### src/rtl/down_counter_load.sv
// Binary down counter with synchronous parallel load, cascade borrow and a
// registered expiry pulse; terminal-count policy chosen by Mode.
module down_counter_load #(
  parameter int WIDTH = 4
) (
  input  logic             CLK,
  input  logic             Clear,
  input  logic [WIDTH-1:0] Data_in,
  input  logic             Load,
  input  logic             Count,
  input  logic [1:0]       Mode,
  output logic [WIDTH-1:0] A_count,
  output logic             B_out,
  output logic             Done,
  output logic             Armed
);

  typedef enum logic {
    ARMED   = 1'b0,
    EXPIRED = 1'b1
  } state_t;

  state_t           state;
  state_t           state_next;
  logic [WIDTH-1:0] reload_reg;
  logic [WIDTH-1:0] reload_next;
  logic [WIDTH-1:0] count_next;
  logic             done_next;
  logic             tc;
  logic             step;

  always_ff @(posedge CLK) begin
    if (Clear) begin
      state      <= ARMED;
      A_count    <= '0;
      reload_reg <= '0;
      Done       <= 1'b0;
    end else begin
      state      <= state_next;
      A_count    <= count_next;
      reload_reg <= reload_next;
      Done       <= done_next;
    end
  end

  always_comb begin
    tc          = (A_count == '0);
    step        = Count & ~Load & (state == ARMED);
    state_next  = state;
    count_next  = A_count;
    reload_next = reload_reg;
    // step already excludes Load, so a Load edge clears Done as well
    done_next   = step & tc;
    if (Load) begin
      count_next  = Data_in;
      reload_next = Data_in;
      state_next  = ARMED;
    end else if (step) begin
      if (!tc) begin
        count_next = A_count - WIDTH'(1);
      end else begin
        case (Mode)
          2'b01:   state_next = EXPIRED;
          2'b10:   count_next = reload_reg;
          default: count_next = '1;
        endcase
      end
    end
  end

  // Borrow is combinational so a cascaded stage steps on the same edge
  assign B_out = step & tc;
  assign Armed = (state == ARMED);

endmodule

### config.mk
export PLATFORM = sky130hd
export DESIGN_NAME = down_counter_load
export DESIGN_NICKNAME = d
export VERILOG_FILES = /design/src/rtl/down_counter_load.sv
export SDC_FILE = /design/constraint.sdc
export NUM_CORES = 1
export LEC_CHECK = 0
export CAP_MARGIN = 5
export CORE_UTILIZATION = 32
export DETAILED_ROUTE_END_ITERATION = 12
export DONT_BUFFER_PORTS = 1
export PLACE_DENSITY = 0.46
export RECOVER_POWER = 50
export SLEW_MARGIN = 15
export SYNTH_ARGS = -nofsm -noshare
export SYNTH_HDL_FRONTEND = slang
export SYNTH_SLANG_ARGS = --single-unit
### constraint.sdc
create_clock -name CLK -period 1.8 [get_ports CLK]
set_clock_uncertainty 0.2 [all_clocks]
set_input_delay 0.18 -clock CLK [delete_from_list [all_inputs] [get_ports CLK]]
set_output_delay 0.18 -clock CLK [all_outputs]
set_load 0.005 [all_outputs]
==> results of run 1 <==
[synth_stat cells, types with 2 or more instances]
master | instances | share of area
a311oi_1 | 2 | 0.031
nand2_1 | 6 | 0.039
mux2i_1 | 2 | 0.035
dfxtp_1 | 10 | 0.35
buf_6 | 2 | 0.039
nand2b_4 | 2 | 0.048
o311ai_1 | 4 | 0.061
a21oi_1 | 4 | 0.035
inv_1 | 7 | 0.046
nor2_1 | 6 | 0.039
[cells in the final DEF, fill, tap and decap left out]
master,instances
o21a_1,1
o21ai_1,1
dlygate4sd3_1,12
clkbuf_8,1
nand2b_4,2
mux2_4,1
or2_1,1
nand2_1,4
nor3b_1,1
a21oi_1,4
o311ai_4,2
nor2_1,5
nor2_2,1
clkbuf_4,3
nor3b_4,1
o311ai_2,1
a31oi_1,1
dfxtp_1,8
or3b_4,1
inv_2,2
nand2b_1,1
a22oi_2,1
buf_6,1
nor3_4,1
o311ai_1,1
inv_1,5
buf_4,10
nand2_2,1
o311a_2,1
clkbuf_1,1
mux2i_1,2
a311oi_2,2
or2b_1,1
nand2_4,1
nor3_2,2
ha_4,1
nor4_1,1
dfxtp_2,2
[routing by layer]
| layer | up-vias | part of all wire |
|---|---|---|
| li1 | 278 | - |
| met3 | 5 | 0.032 |
| met1 | 262 | 0.47 |
| met2 | 11 | 0.47 |
| met4 | 0 | 0.022 |
| met5 | - | 0 |
[worst max-delay path, stage by stage (launching register included)]
cell and delay (ns):
dfxtp_2 0.33, inv_2 0.06, ha_4 0.13, or3b_4 0.40
nor3_4 0.19, buf_4 0.13
[area by class of cell]
class | count | area share
Clock buffer | 4 | 0.0394
Inverter | 7 | 0.0285
Multi-Input combinational cell | 43 | 0.451
Sequential cell | 10 | 0.220
Tap cell | 24 | 0.0326
Timing Repair Buffer | 24 | 0.228
[power groups by stage]
stage / clock (uW) / sequential [uW] / combinational, uW
after global placement: 0 / 255 / 133
after detailed placement: 0 / 255 / 133
after global routing: 236 / 255 / 277
after floorplan: 0 / 258 / 105
after CTS: 217 / 251 / 186
final: 217 / 253 / 260
[final timing paths]
check,end,start,depth (start not counted)
worst max-delay path,B_out,A_count[0],5
worst min-delay path,state,Load,1
worst max register to register,A_count[1],A_count[0],6
worst min register to register,state,state,2
[kinds of logic (layout without fill, tap and decap cells)]
group                      after synthesis  count (layout)  share of synthesized area
adders and majority gates                1               1                     0.0219
AOI/OAI and AO/OA                       15              15                      0.201
DFF                                     10              10                      0.350
buffers and inverters                   10              35                     0.0941
and+or+nand+nor                         24              24                      0.278
muxes                                    3               3                     0.0547
[repair_timing]
action                     in CTS  in global routing
hold endpoints to repair       10                  4
resized for setup               9                 15
buffers inserted                3                  4
setup endpoints to repair       3                  5
pin swaps                       3                  7
[stage by stage]
stage	TNS, ns	total power [uW]	area [um^2]
finish	-0.119	730	921
global route	-0.243	768	921
CTS	-0.135	655	823
detailed placement	-0.0260	388	619
global placement	-0.0235	387	619
floorplan	0	363	572
==> metrics.md, run 1 <==
| Metric | Value |
|---|---|
| Global routing usage on met2 | `0.282` |
| Tcrit/Tclk final | `1.06` |
| Maximum capacitance violations | `0` |
| Fill cells | `136` |
| Worst Tran Pin Value | `0.469 ns` |
| Fmax | `524 MHz` |
| Area of the multi-input gates | `415 um^2` |
| Number of remaining DRC errors | `0` |
| Fin. max-slew vios | `0` |
| Clock network power share | `0.298` |
| Busiest layer in global routing | `met2` |
| Synth unique cells | `28` |
| First-pass GRT wire length | `2.46 mm` |
| Starting DRT DRC Count | `5` |
| Seq. cell area | `203 um^2` |
| GR Layer Usage met1 | `0.221` |
| Flops & latches, synth | `10` |
| Final Util | `0.578` |
| Pre-CTS WS | `-0.0159 ns` |
| Max FO, Critical Path | `2` |
| Synth Area per Inst | `9.08 um^2` |
| Core area | `1590 um^2` |
| Pleak | `0.000360 uW` |
| Gate power share | `0.355` |
| Total wire length | `1.65 mm` |
| P_sw | `226 uW` |
| CTS tree | `yes` |
| Critical Path Start Type | `flop` |
| Critical Path RT | `1.42 ns` |
| Mapped Cells | `63` |
| CP Class | `reg2out` |
| RSZ-0062 raised after global routing | `true` |
| Dpl cells | `90` |
| EDFF count, synth | `0` |
| Prevailing post-synth register cell | `dfxtp_1` |
| Internal | `504 uW` |
| H-tree Lvls | `1` |
| Final worst path period need | `1.91 ns` |
| Layout area overhead | `61.1%` |
| Failing checks | `hold timing, setup timing` |
| Total iterations of the first detailed-routing run | `2` |
| Status | `complete, but fails checks` |
| Hold Crit Class | `in2reg` |
| Synthesized cell area | `572 um^2` |
| Detailed Place HPWL | `944 um` |
| Worst path arrival time | `1.53 ns` |
| Congestion Overflow GR | `0` |
| Clock Path Buffers | `2` |
| DR vias/cell | `4.96` |
| Final Instance Count excl. Fillers | `112` |
| # port buffers | `0` |
| Nets | `100` |
| Diodes inserted | `0` |
| Worst-case setup margin in the final layout | `-0.110 ns` |
| Final hold slack | `-0.234 ns` |
| Power Density | `793 nW/um^2` |
| Die ar. | `1960 um^2` |
| Vias in the first global route | `545` |
| Antenna-violating nets left | `0` |
| Cts-stage hold buffer count | `12` |
| Clk sink count | `10` |
| Die Span Y | `44.3 um` |
| Worst slew margin | `0.686` |
| RePlAce Congestion | `0.736` |
| Largest net degree at the start of global routing | `14` |
| I/O pin count | `17` |
| Yosys warning count | `0` |
| Initial core utilization | `0.359` |
| Total number of vias | `556` |
| Mapped Nets | `74` |
| Die width | `44.3 um` |
| Endpoints failing hold | `4` |
| Sequential fraction of the synthesis area | `0.350` |
| Sequential Power Share | `0.347` |
| Wire per inst | `14.7 um` |
| Latest clock arrival within the worst-skew pair | `0.28 ns` |
| GRT Overall Usage | `0.179` |
| Async set or reset register ratio after synthesis | `0` |
| R2R Setup Slk | `-0.01 ns` |
| Layout cells sized above 1 | `0.432` |
| CTS Buf Count | `3` |
| Clock root buffer master | `clkbuf_4` |
| Rows | `14` |
| Max IR drop VDD | `0.466 mV` |
| Sw frac | `0.310` |
| Antenna violations before repair | `0` |
| # setup viols final | `2` |
| Worst-path clk slew | `0.08 ns` |
| Critical Path End Type | `output pin` |
| Met3 usage | `0.0408` |
(Power assumes the default switching activity.)
==> run 2: changes to the inputs <==
ABC_CLOCK_PERIOD_IN_PS = 1800   (was default)
CORE_AREA = 2 2 39 41   (was default)
CORE_UTILIZATION = default   (was 32)
DIE_AREA = 0 0 41 43   (was default)
PLACE_DENSITY = 0.59   (was 0.46)
==> metrics.md, run 2 (synthesis results as in run 1) <==
| Metric | Value |
|---|---|
| Internal | `469 uW (was 504 uW)` |
| Routed wl met3 | `94 um (was 53 um)` |
| CTS tree | `yes (unchanged)` |
| DR vias/cell | `5.50 (was 4.96)` |
| M1 wire length | `610 um (was 782 um)` |
| Setup crit end | `B_out (unchanged)` |
| First-pass GRT wire length | `2.25 mm (was 2.46 mm)` |
| Antenna-violating nets left | `0 (unchanged)` |
| Latest clock arrival within the worst-skew pair | `0.27 ns (was 0.28 ns)` |
| Rows | `14 (unchanged)` |
| Congestion Overflow GR | `0 (unchanged)` |
| Total iterations of the first detailed-routing run | `4 (was 2)` |
| Most common cell after layout, fill and taps aside | `dlygate4sd3_1 (unchanged)` |
| Critical Path RT | `1.42 ns (about the same)` |
| Critical path depth in cells | `5 (unchanged)` |
| Die ar. | `1760 um^2 (was 1960 um^2)` |
| Die width | `41 um (was 44.3 um)` |
| Dpl cells | `82 (was 90)` |
| Vias in the first global route | `501 (was 545)` |
| Critical Path End Type | `output pin (unchanged)` |
| Hold Startpoint | `Load (unchanged)` |
| CP delay by family, top | `simple AND/OR/NAND/NOR gates (unchanged)` |
| Tcrit/Tclk final | `1.03 (was 1.06)` |
| Hold Crit Class | `in2reg (unchanged)` |
| Diodes inserted | `0 (unchanged)` |
| # setup viols final | `1 (was 2)` |
| Setup crit start | `A_count[1] (was A_count[0])` |
| Fin. max-slew vios | `0 (unchanged)` |
| Worst slew margin | `0.704 (was 0.686)` |
| Worst reg2reg path startpoint | `A_count[1] (was A_count[0])` |
| RSZ-0062 raised after global routing | `true (unchanged)` |
| P_sw | `186 uW (was 226 uW)` |
| Clock Path Buffers | `2 (unchanged)` |
| Pleak | `0.000319 uW (was 0.000360 uW)` |
| Worst path arrival time | `1.47 ns (was 1.53 ns)` |
| Critical Path Start Type | `flop (unchanged)` |
| Maximum capacitance violations | `0 (unchanged)` |
| Endpoints failing hold | `4 (unchanged)` |
| R2R Setup Slk | `0.03 ns (was -0.01 ns)` |
| # port buffers | `0 (unchanged)` |
| Largest net degree at the start of global routing | `14 (unchanged)` |
| Wire per inst | `14.4 um (was 14.7 um)` |
| Clock root buffer master | `clkbuf_4 (unchanged)` |
| Pre-CTS WS | `0.00554 ns (was -0.0159 ns)` |
| Layout cells sized above 1 | `0.341 (was 0.432)` |
| Layout area overhead | `42.9% (was 61.1%)` |
| Sw frac | `0.284 (was 0.310)` |
| Final Instance Count excl. Fillers | `101 (was 112)` |
| DR top layer | `met4 (unchanged)` |
| Placed Instance Area | `609 um^2 (was 619 um^2)` |
| Worst-path clk slew | `0.08 ns (about the same)` |
| Worst-case setup margin in the final layout | `-0.0544 ns (was -0.110 ns)` |
| Antenna violations before repair | `0 (unchanged)` |
| Sum Neg Setup Slack | `-0.0544 ns (was -0.119 ns)` |
| Sequential Power Share | `0.382 (was 0.347)` |
| Core area | `1380 um^2 (was 1590 um^2)` |
| Clock network power share | `0.316 (was 0.298)` |
| Total wire length | `1.46 mm (was 1.65 mm)` |
| Worst reg2reg path depth | `6 (unchanged)` |
| H-tree Lvls | `1 (unchanged)` |
| Met2 routed WL | `719 um (was 778 um)` |
| Final hold slack | `-0.236 ns (was -0.234 ns)` |
| Clk sink count | `10 (unchanged)` |
| CTS Buf Count | `3 (unchanged)` |
| Number of remaining DRC errors | `0 (unchanged)` |
| Max stage delay on crit path | `0.39 ns (was 0.40 ns)` |
| Cts-stage hold buffer count | `10 (was 12)` |
| Die Span Y | `43 um (was 44.3 um)` |
| Power Density | `801 nW/um^2 (was 793 nW/um^2)` |
| Worst Tran Pin Value | `0.443 ns (was 0.469 ns)` |
| CP max stage cell | `or3b_4 (unchanged)` |
| Fmax | `539 MHz (was 524 MHz)` |
| CP Buf/Inv Count | `2 (unchanged)` |
| RePlAce Congestion | `0.745 (was 0.736)` |
| Detailed Place HPWL | `838 um (was 944 um)` |
| I/O pin count | `17 (unchanged)` |
| Total number of vias | `555 (was 556)` |
| Crit path cell chain | `inv_2, ha_4, or3b_4, nor3_4, buf_4 (unchanged)` |
| Gate power share | `0.302 (was 0.355)` |
| Nets | `97 (was 100)` |
| Starting DRT DRC Count | `6 (was 5)` |
| GRT Overall Usage | `0.191 (was 0.179)` |
| Reg2reg end | `A_count[1] (unchanged)` |
| Final worst path period need | `1.85 ns (was 1.91 ns)` |
| CP Class | `reg2out (unchanged)` |
| Initial core utilization | `0.413 (was 0.359)` |
| Most frequent cells in the layout | `dlygate4sd3_1, dfxtp_1, buf_4 (was dlygate4sd3_1, buf_4, dfxtp_1)` |
| Max FO, Critical Path | `2 (unchanged)` |
| Max IR drop VDD | `0.356 mV (was 0.466 mV)` |
| Final cell area excluding filler cells | `817 um^2 (was 921 um^2)` |
| Status | `complete, but fails checks (unchanged)` |
| Failing checks | `hold timing, setup timing (unchanged)` |
run 2: worst min-delay path by stage:
stage | end | slack (ns) | cells past startpoint
global route | state | -0.24 | 1
global placement | state | 0.05 | 1
CTS | state | -0.24 | 1
detailed placement | reload_reg[0] | 0.05 | 1
floorplan | reload_reg[2] | 0.13 | 2
finish | state | -0.24 | 1
run 2: area by class of cell:
type | count | area, um^2
fill | 115 | 567
clock buffer | 4 | 36.3
sequential | 10 | 203
inverter | 7 | 26.3
multi-input combinational | 43 | 360
tap | 16 | 20.0
timing repair buffer | 21 | 171
run 2: what timing repair did:
action                                 4_1_cts  5_1_grt
resized for setup                            8        4
pin swaps                                    2        5
buffers inserted                             3        2
setup endpoints to repair                    2        5
endpoints found under the hold margin       10        3
run 2: power groups by stage:
stage | Clock, uW | Sequential (uW) | Combinational, uW
CTS | 211 | 249 | 182
finish | 207 | 250 | 197
global route | 219 | 251 | 215
detailed placement | 0 | 251 | 134
floorplan | 0 | 258 | 105
global placement | 0 | 251 | 133
run 2: stage by stage:
step	power, uW	utilization
4_1_cts	642	0.573
6_report	654	0.590
2_1_floorplan	363	-
3_3_place_gp	384	0.440
3_5_place_dp	385	0.440
5_1_grt	685	0.590
run 2: routing by layer:
| metal | up-vias | global-route usage |
|---|---|---|
| li1 | 268 | - |
| met1 | 257 | 0.234 |
| met2 | 26 | 0.281 |
| met3 | 4 | 0.0628 |
| met4 | 0 | 0.107 |
| met5 | - | 0 |
==> run 3: changes to the inputs <==
CTS_BUF_LIST = sky130_fd_sc_hd__clkbuf_8   (was default)
==> metrics.md, run 3 (synthesis results as in run 1) <==
| Metric | Value |
|---|---|
| Status | `complete, but fails checks (unchanged)` |
| Failing checks | `hold timing, setup timing (unchanged)` |
| Gate power share | `0.266 (was 0.302)` |
| H-tree Lvls | `1 (unchanged)` |
| Pleak | `0.000317 uW (was 0.000319 uW)` |
| Setup crit start | `A_count[0] (was A_count[1])` |
| CP Buf/Inv Count | `2 (unchanged)` |
| Crit path cell chain | `inv_2, ha_4, or3b_4, nor3_4, buf_4 (unchanged)` |
| Hold Crit Class | `in2reg (unchanged)` |
| Max IR drop VDD | `0.551 mV (was 0.356 mV)` |
| GR Layer Usage met1 | `0.225 (was 0.234)` |
| Maximum capacitance violations | `0 (unchanged)` |
| Antenna violations before repair | `0 (unchanged)` |
| Congestion Overflow GR | `0 (unchanged)` |
| Cts-stage hold buffer count | `8 (was 10)` |
| Worst hold path depth | `1 (unchanged)` |
| # port buffers | `0 (unchanged)` |
| Worst Tran Pin Value | `0.445 ns (was 0.443 ns)` |
| Vias in the first global route | `472 (was 501)` |
| Worst slew margin | `0.702 (was 0.704)` |
| Initial core utilization | `0.413 (unchanged)` |
| I/O pin count | `17 (unchanged)` |
| Sequential Power Share | `0.344 (was 0.382)` |
| Number of remaining DRC errors | `0 (unchanged)` |
| Starting DRT DRC Count | `5 (was 6)` |
| Clk sink count | `10 (unchanged)` |
| Most frequent cells in the layout | `dfxtp_1, dlygate4sd3_1, buf_4 (was dlygate4sd3_1, dfxtp_1, buf_4)` |
| Total iterations of the first detailed-routing run | `4 (unchanged)` |
| RePlAce Congestion | `0.745 (unchanged)` |
| Fill cells | `112 (was 115)` |
| Hold Startpoint | `Load (unchanged)` |
| Die ar. | `1760 um^2 (unchanged)` |
| Core area | `1380 um^2 (unchanged)` |
| Final worst path period need | `1.83 ns (was 1.85 ns)` |
| R2R Setup Slk | `0 ns (was 0.03 ns)` |
| Fmax | `548 MHz (was 539 MHz)` |
| Worst path arrival time | `1.45 ns (was 1.47 ns)` |
| First-pass GRT wire length | `2.05 mm (was 2.25 mm)` |
| CP delay by family, top | `simple AND/OR/NAND/NOR gates (unchanged)` |
| CP Class | `reg2out (unchanged)` |
| Total power | `728 uW (was 654 uW)` |
| Global routing usage on met2 | `0.241 (was 0.281)` |
| Clock root buffer master | `clkbuf_8 (was clkbuf_4)` |
| Worst-case setup margin in the final layout | `-0.0259 ns (was -0.0544 ns)` |
| Worst reg2reg path startpoint | `A_count[0] (was A_count[1])` |
| # setup viols final | `2 (was 1)` |
| CP max stage cell | `or3b_4 (unchanged)` |
| Largest net degree at the start of global routing | `14 (unchanged)` |
| RSZ-0062 raised after global routing | `true (unchanged)` |
| DR vias/cell | `5.41 (was 5.50)` |
| Pre-CTS WS | `0.00554 ns (unchanged)` |
| Fin. max-slew vios | `0 (unchanged)` |
| Max FO, Critical Path | `2 (unchanged)` |
| Antenna-violating nets left | `0 (unchanged)` |
| Worst reg2reg path depth | `7 (was 6)` |
| Layout cells sized above 1 | `0.349 (was 0.341)` |
| Sum Neg Setup Slack | `-0.0307 ns (was -0.0544 ns)` |
| P_sw | `192 uW (was 186 uW)` |
| Rows | `14 (unchanged)` |
| Seq. cell area | `203 um^2 (unchanged)` |
| Final Util | `0.590 (about the same)` |
| Critical Path Start Type | `flop (unchanged)` |
| Area of the multi-input gates | `360 um^2 (unchanged)` |
| Critical Path End Type | `output pin (unchanged)` |
| Final hold slack | `-0.199 ns (was -0.236 ns)` |
| Layout area overhead | `42.7% (was 42.9%)` |
| Endpoints failing hold | `4 (unchanged)` |
| Detailed Place HPWL | `838 um (unchanged)` |
| Tcrit/Tclk final | `1.01 (was 1.03)` |
| Total wire length | `1.35 mm (was 1.46 mm)` |
| Die width | `41 um (unchanged)` |
| Total number of vias | `536 (was 555)` |
| Critical Path RT | `1.42 ns (about the same)` |
| Clock Path Buffers | `2 (unchanged)` |
| Wire per inst | `13.7 um (was 14.4 um)` |
| CTS tree | `yes (unchanged)` |
| Die Span Y | `43 um (unchanged)` |
| Sw frac | `0.264 (was 0.284)` |
| Met3 usage | `0.0628 (unchanged)` |
| Max stage delay on crit path | `0.39 ns (about the same)` |
| Clock network power share | `0.391 (was 0.316)` |
| Worst-path clk slew | `0.05 ns (was 0.08 ns)` |
| Diodes inserted | `0 (unchanged)` |
| GRT Overall Usage | `0.177 (was 0.191)` |
| Latest clock arrival within the worst-skew pair | `0.24 ns (was 0.27 ns)` |
| Busiest layer in global routing | `met2 (unchanged)` |
| Hold Path Sink | `state (unchanged)` |
| Power Density | `892 nW/um^2 (was 801 nW/um^2)` |
| Nets | `95 (was 97)` |
| Reg2reg end | `A_count[1] (unchanged)` |
| Internal | `536 uW (was 469 uW)` |
| CTS Buf Count | `3 (unchanged)` |
run 3: worst max-delay path by stage:
stage                       to  depth (start not counted)
floorplan           A_count[1]                          6
global placement    A_count[0]                          5
detailed placement  A_count[1]                          5
CTS                      B_out                          5
global route             B_out                          5
finish                   B_out                          5
run 3: area by class of cell:
type,instances,share of cell area
sequential,10,0.248
clock buffer,4,0.0675
timing repair buffer,19,0.186
inverter,7,0.0322
multi-input combinational,43,0.442
tap,16,0.0245
run 3: repair_timing:
action                                  4_1_cts  5_1_grt
buffers inserted                              3        2
endpoints found under the setup margin        1        5
gates cloned                                  0        0
endpoints found under the hold margin        10        3
pin swaps                                     2        4
gates resized for setup                       8        4
run 3: per-layer routing:
layer / up-vias / wire length (um)
met5: - / 0
met4: 0 / 34
met3: 4 / 79
met2: 18 / 658
met1: 253 / 582
li1: 261 / -
run 3: power groups by stage:
stage | registers, uW | logic, uW | clock network [uW]
floorplan | 258 | 105 | 0
global route | 252 | 212 | 296
CTS | 250 | 179 | 287
detailed placement | 251 | 134 | 0
global placement | 251 | 133 | 0
finish | 250 | 193 | 284
run 3: worst reg2reg max path, stage by stage (launching register included):
cell and delay (ns):
dfxtp_2 0.32, inv_2 0.06, ha_4 0.13, or3b_4 0.39
buf_4 0.17, nand2_1 0.08, o311ai_2 0.10, a311oi_1 0.26
run 3: per-stage QoR:
step / instances / instance area, um^2
finish: 99 / 816
floorplan: 63 / 572
global placement: 82 / 609
detailed placement: 82 / 609
global route: 99 / 816
CTS: 97 / 792
